`src/rtl/pipe_stage_skid.sv`:
```
// Elastic pipeline stage: valid/ready handshake with a main entry plus one skid entry.
// Control bits travel separately from the payload so bubbles always carry all-zero control.
module pipe_stage_skid #(
  parameter int DATA_W = 128,
  parameter int CTRL_W = 6,
  parameter int CNT_W  = 16
) (
  input  logic              clk,
  input  logic              reset,
  input  logic              flush,
  input  logic              in_valid,
  output logic              in_ready,
  input  logic [DATA_W-1:0] in_data,
  input  logic [CTRL_W-1:0] in_ctrl,
  output logic              out_valid,
  input  logic              out_ready,
  output logic [DATA_W-1:0] out_data,
  output logic [CTRL_W-1:0] out_ctrl,
  output logic [CNT_W-1:0]  stall_cnt
);

  // Bit 0 means "main valid", bit 1 means "skid valid", so both handshake
  // outputs are plain copies of state register bits.
  typedef enum logic [1:0] {
    EMPTY = 2'b00,
    ONE   = 2'b01,
    TWO   = 2'b11
  } state_t;

  state_t            state_q, state_d;
  logic [DATA_W-1:0] main_data_q, main_data_d;
  logic [CTRL_W-1:0] main_ctrl_q, main_ctrl_d;
  logic [DATA_W-1:0] skid_data_q, skid_data_d;
  logic [CTRL_W-1:0] skid_ctrl_q, skid_ctrl_d;
  logic [CNT_W-1:0]  stall_cnt_q, stall_cnt_d;

  logic push;
  logic pop;
  logic stall;

  assign out_valid = state_q[0];
  assign in_ready  = ~state_q[1];
  assign out_data  = main_data_q;
  assign out_ctrl  = main_ctrl_q;
  assign stall_cnt = stall_cnt_q;

  assign push  = in_valid & in_ready;
  assign pop   = out_valid & out_ready;
  assign stall = out_valid & ~out_ready;

  always_comb begin
    state_d     = state_q;
    main_data_d = main_data_q;
    main_ctrl_d = main_ctrl_q;
    skid_data_d = skid_data_q;
    skid_ctrl_d = skid_ctrl_q;

    if (flush) begin
      state_d     = EMPTY;
      main_data_d = '0;
      main_ctrl_d = '0;
      skid_data_d = '0;
      skid_ctrl_d = '0;
    end else begin
      case (state_q)
        EMPTY: begin
          if (push) begin
            state_d     = ONE;
            main_data_d = in_data;
            main_ctrl_d = in_ctrl;
          end
        end
        ONE: begin
          if (push && pop) begin
            main_data_d = in_data;
            main_ctrl_d = in_ctrl;
          end else if (pop) begin
            state_d     = EMPTY;
            main_data_d = '0;
            main_ctrl_d = '0;
          end else if (push) begin
            state_d     = TWO;
            skid_data_d = in_data;
            skid_ctrl_d = in_ctrl;
          end
        end
        TWO: begin
          // in_ready is low here, so only a pop can move the stage.
          if (pop) begin
            state_d     = ONE;
            main_data_d = skid_data_q;
            main_ctrl_d = skid_ctrl_q;
            skid_data_d = '0;
            skid_ctrl_d = '0;
          end
        end
        default: begin
          state_d     = EMPTY;
          main_data_d = '0;
          main_ctrl_d = '0;
          skid_data_d = '0;
          skid_ctrl_d = '0;
        end
      endcase
    end
  end

  // Stall is sampled from the pre-flush state; flush never clears the count.
  always_comb begin
    stall_cnt_d = stall_cnt_q;
    if (stall && (stall_cnt_q != {CNT_W{1'b1}})) begin
      stall_cnt_d = stall_cnt_q + CNT_W'(1);
    end
  end

  always_ff @(posedge clk) begin
    if (reset) begin
      state_q     <= EMPTY;
      main_data_q <= '0;
      main_ctrl_q <= '0;
      skid_data_q <= '0;
      skid_ctrl_q <= '0;
      stall_cnt_q <= '0;
    end else begin
      state_q     <= state_d;
      main_data_q <= main_data_d;
      main_ctrl_q <= main_ctrl_d;
      skid_data_q <= skid_data_d;
      skid_ctrl_q <= skid_ctrl_d;
      stall_cnt_q <= stall_cnt_d;
    end
  end

endmodule

```
`config.mk`:
```
export PLATFORM = sky130hd
export DESIGN_NAME = pipe_stage_skid
export DESIGN_NICKNAME = d
export VERILOG_FILES = /design/src/rtl/pipe_stage_skid.sv
export SDC_FILE = /design/constraint.sdc
export NUM_CORES = 1
export LEC_CHECK = 0
export CELL_PAD_IN_SITES_DETAIL_PLACEMENT = 1
export CELL_PAD_IN_SITES_GLOBAL_PLACEMENT = 1
export CORE_AREA = 2 2 199 182
export CTS_BUF_LIST = sky130_fd_sc_hd__clkbuf_16
export CTS_CLUSTER_DIAMETER = 120
export DETAILED_ROUTE_END_ITERATION = 16
export DIE_AREA = 0 0 201 184
export GPL_ROUTABILITY_DRIVEN = 0
export PLACE_DENSITY = 0.76
export SYNTH_ARGS = -nofsm -noshare
export SYNTH_HDL_FRONTEND = slang
export SYNTH_SLANG_ARGS = --single-unit
```
`constraint.sdc`:
```
create_clock -name clk -period 2.1 [get_ports clk]
set_input_delay 0.63 -clock clk [delete_from_list [all_inputs] [get_ports clk]]
set_output_delay 0.63 -clock clk [all_outputs]
set_load 0.005 [all_outputs]
```
### Word-level counts from Yosys, hierarchy flattened

Cells that the tools add are included.

* add/sub/neg operators: 1
* equal/unequal tests: 10
* muxes and demuxes: 22
* bitwise operators: 6
* reduce and logical (&&, ||, !) cells: 7

Operators with widths (number)
* 2-to-1 mux 128 bit: 6
* case mux 128 bit (3 select lines): 2
* 2-to-1 mux 6 bit: 6
* case mux 6 bit (3 select lines): 2
* adder 16 x 1 -> 16 bit, second input constant: 1
* != test 16 bit, second input constant: 1
* 2-to-1 mux 2 bit: 5
* != test 2 bit, second input constant: 5
* != test 3 bit, second input constant: 2
* case mux 2 bit (3 select lines): 1
* AND reduction 5 bit: 1
* AND reduction 4 bit: 1
* AND 1 bit: 3
* inverter 1 bit: 3
* AND reduction 3 bit: 1
* equality test 2 x 1 -> 1 bit, second input constant: 1
* equality test 2 bit, second input constant: 1
* logical AND 1 bit: 2
* logical NOT 2 bit: 1
* OR reduction 2 bit: 1

* register bits: 286
* input bits: 139
* output and inout bits: 152
* word-level logic and storage cells: 52

### Longest topological paths before layout

* word-level depth: 6
* mapped depth: 10
* depth with buffers taken out: 6

### Worst setup path before layout

OpenSTA, ideal clock, no wires.

* kind: flip-flop to flip-flop
* start: register state_q[1]
* end: register main_data_q[13], in the netlist out_data[13]
* setup time: 0.071 ns
* arrival: 2.051 ns
* required time: 2.029 ns
* slack: -0.021 ns
* stages on the path, launching flop included: 11
* path buffers: 4
* period minus slack after synthesis: 2.121 ns
* cell sequence: dfxtp_1 -> inv_1 -> ha_1 -> clkbuf_1 -> o2bb2ai_1 -> o21ai_0 -> or3_1 -> clkbuf_1 -> clkbuf_1 -> buf_1 -> o2bb2ai_1

* longest elaborated chain between the ends: 5
* elaborated cells on any way between the ends: 12
* classes of those cells: eq/ne (5); mux (2); bitwise (2); reduce/logical (3)

Ends and longest elaborated chain
* from (decl): line 30 `state_t state_q, state_d;`
* from (signal assigned): line 125 `state_q <= state_d;`
* inverter 1 bit *: line 42 `assign in_ready = ~state_q[1];`
* net in_ready: line 12 `output logic in_ready,`
* AND 1 bit *: line 47 `assign push = in_valid & in_ready;`
* logical AND 1 bit: line 74 `if (push && pop) begin`
* != test 3 bit (no source line) / 2-to-1 mux 128 bit (equally long branches)
* AND reduction 3 bit (no source line) / case mux 128 bit (3 select lines) (equally long branches)
* to (signal assigned): line 126 `main_data_q <= main_data_d;`
* to (decl): line 31 `logic [DATA_W-1:0] main_data_q, main_data_d;`

The timed path passes the listed nets; every way through them passes the cells marked *.
A chain may end at the register's enable or synchronous reset.

### Final worst setup path

* start: register main_data_q[47], in the netlist out_data[47]
* end: output port out_data[47]

RTL lines
* to (decl): line 17 `output logic [DATA_W-1:0] out_data,`

No word-level cell between the ends.

==> flow_metrics.tcl <==
set metrics [dict create \
    synth_top_family_by_area "compound AO/OA/AOI/OAI gates" \
    synth_ff_type "dfxtp_1" \
    synth_area_um2 11400 \
    wl_met3_um 2580 \
    pwr_density_cell_nw_per_um2 756 \
    grt_usage 0.222 \
    place_area_um2 15600 \
    period_needed_ns 2.07 \
    avgViaCountPerCell 5.82 \
    synth_mux_area_frac 0.00572 \
    power_w 0.0125 \
    fp.dieH_um 184 \
    cts_tree "built" \
    end_kind "output pin" \
    crit_family "buffers and inverters" \
    cts_buffers 31 \
    die_w_um 201 \
    synth_common_cells "286 x dfxtp_1, 146 x a21oi_1, 141 x o21ai_0" \
    slew_headroom 0.442 \
    synth_nets 1362 \
    rows 65 \
    synth_xor_area_frac 0 \
    synth_area_leaders "dfxtp_1 50%, o2bb2ai_1 10%, a22oi_1 8.8%" \
    start_kind "register" \
    instances_no_fill 1979 \
    ios 291 \
    power.leakage_nw 6.03 \
    final_antenna_net_count 0 \
    die_area_um2 37000 \
    path_buf_inv 1 \
    start_util 0.328 \
    grt-ovfl-total 0 \
    clk_path_buf_depth 3 \
    hold_viol 0 \
    status "completed" \
    yosysMostFrequentCell "dfxtp_1" \
    io_buffers 290 \
    path_cells "clkdlybuf4s50_1" \
    antenna_found_initial 2 \
    drt-total-wl_um 43200 \
    worstMarginPinSlew_ns 0.838 \
    coreArea_um2 34700 \
    place_worst_setup_slack_ns -0.480 \
    cts_root_buf "clkbuf_16" \
    syn-instance-count 1218 \
    synth_compound_area_frac 0.327 \
    yosys.area_share.simple 0.106 \
    wl_met1_um 19200 \
    htreeDepth 1 \
    grt_pass1_vias 11800 \
    cts.sinks 286 \
    final-setup-viol-count 0 \
    crit_arrival_ns 1.44 \
    hp-class "reg -> reg" \
    ys_ff_latch 286 \
    max_freq_mhz 484 \
    synth-edff-count 0 \
    top_layer "met5" \
    synthAdderAreaFrac 0.00550 \
    drc_errors 0 \
    wl_per_cell_um 21.9 \
    dpl.cell_count 1922 \
    syn-mean-instance-area_um2 9.34 \
    clkTransAtPathRegs_ns 0.06 \
    rsz0062_at_grt "no" \
    synth_top_area_frac 0.503 \
    drtIter0Drc 722 \
    wl_met2_um 20600 \
    utilization 0.477 \
    cap_viol_max_count 0 \
    vias 11500 \
    grt_max_degree 71 \
    crit_fanout 2 \
    fin_nets 1632 \
    drive_gt1_frac 0.126 \
    postSynth.asyncResetShare 0 \
    syn2layout_area_growth_pct 45.6 \
    worstSetupPathType "reg -> out" \
    crit_path_top_delay_cell "clkdlybuf4s50_1" \
    yosysWarningCount 0 \
    yosysUniqueCellTypes 38 \
    final_cell_area_um2 16600 \
    period_share 0.984 \
    clk-insertion-delay-late_ns 0.56 \
    dp.final_hpwl_um 27400 \
    synth_top_cell_by_area "dfxtp_1" \
    drt_pass1_iterations 5 \
    setup_slack_ns 0.0339 \
    timing.final.max_slew_violations 0 \
    worst_ir_drop_vdd_uv 558 \
    synth_seq_area_share 0.503 \
    skew_ns 0.0150 \
    cp_slowest_stage_delay_ns 0.52 \
    grt_pass1_wl_um 67400 \
    cp.required_ns 1.47 \
]
cell usage in the layout (no fill, tap or decap), types with 6 or more instances in the layout:
master             n
a22oi_1          134
dfxtp_2           28
dlygate4sd2_1     37
nand4_1          136
dfxtp_1          252
clkinv_1           7
nor2b_1            7
buf_4             60
dfxtp_4            6
a21oi_1          143
inv_1             15
clkdlybuf4s50_1  236
nand2_1            8
nand3_1            7
nor2_1             8
buf_12            37
or3_1              8
clkbuf_16         31
dlymetal6s2s_1    17
o2bb2ai_1        133
o21ai_0          141
cell type report:
cell class / instances / area [um^2]
flip-flops and latches: 286 / 5780
multi-input cells: 776 / 5150
repair buffers: 387 / 4090
clock buffers: 31 / 776
clock inverters: 23 / 150
diodes: 1 / 2.50
well taps: 469 / 587
inverters: 6 / 22.5
fillers: 3873 / 18200
per-stage QoR:
step / hold WS, ns / TNS [ns]
floorplan: 0.450 / -0.429
global placement: 0.444 / -92.45
detailed placement: 0.446 / -105.70
CTS: 0.465 / 0
global route: 0.475 / 0
finish: 0.458 / 0
logic make-up (layout without fill, tap and decap cells):
family                     after synthesis  after routing
buffers and inverters                  156            447
and+or+nand+nor                        197            197
AOI/OAI and AO/OA                      568            568
adders and majority gates                5              5
muxes                                    6              6
other                                    0              1
DFF                                    286            286
path summary, 6_finish.rpt:
path	startpoint	endpoint	slack, ns	depth (start not counted)
worst max-delay path	out_data[47]	out_data[47]	0.03	1
worst min-delay path	out_ctrl[3]	out_ctrl[3]	0.46	1
worst max register to register	state_q[0]	out_data[27]	0.06	7
worst min register to register	out_ctrl[3]	out_ctrl[3]	0.46	1
layer usage:
metal	vias to the layer above	track usage
met2	339	0.366
li1	5297	-
met3	56	0.0431
met4	2	0.0548
met1	5823	0.300
met5	-	0
flip-flops by register name (all words and copies together), names as in the netlist:
register,flops
out_data,128
skid_data_q,128
stall_cnt,16
out_ctrl,6
skid_ctrl_q,6
state_q,2
where the power goes:
| group | internal, W | switching [W] | total, W |
|---|---|---|---|
| sequential | 0.00555 | 0.0000828 | 0.00563 |
| combinational | 0.000827 | 0.000930 | 0.00176 |
| clock | 0.00289 | 0.00224 | 0.00513 |
| total | 0.00926 | 0.00325 | 0.0125 |
timing repair:
item	in CTS	in global routing
hold buffers	0	0
setup buffers	0	2
resized for setup	73	23
setup endpoints to repair	62	23
(Power assumes the default switching activity.)
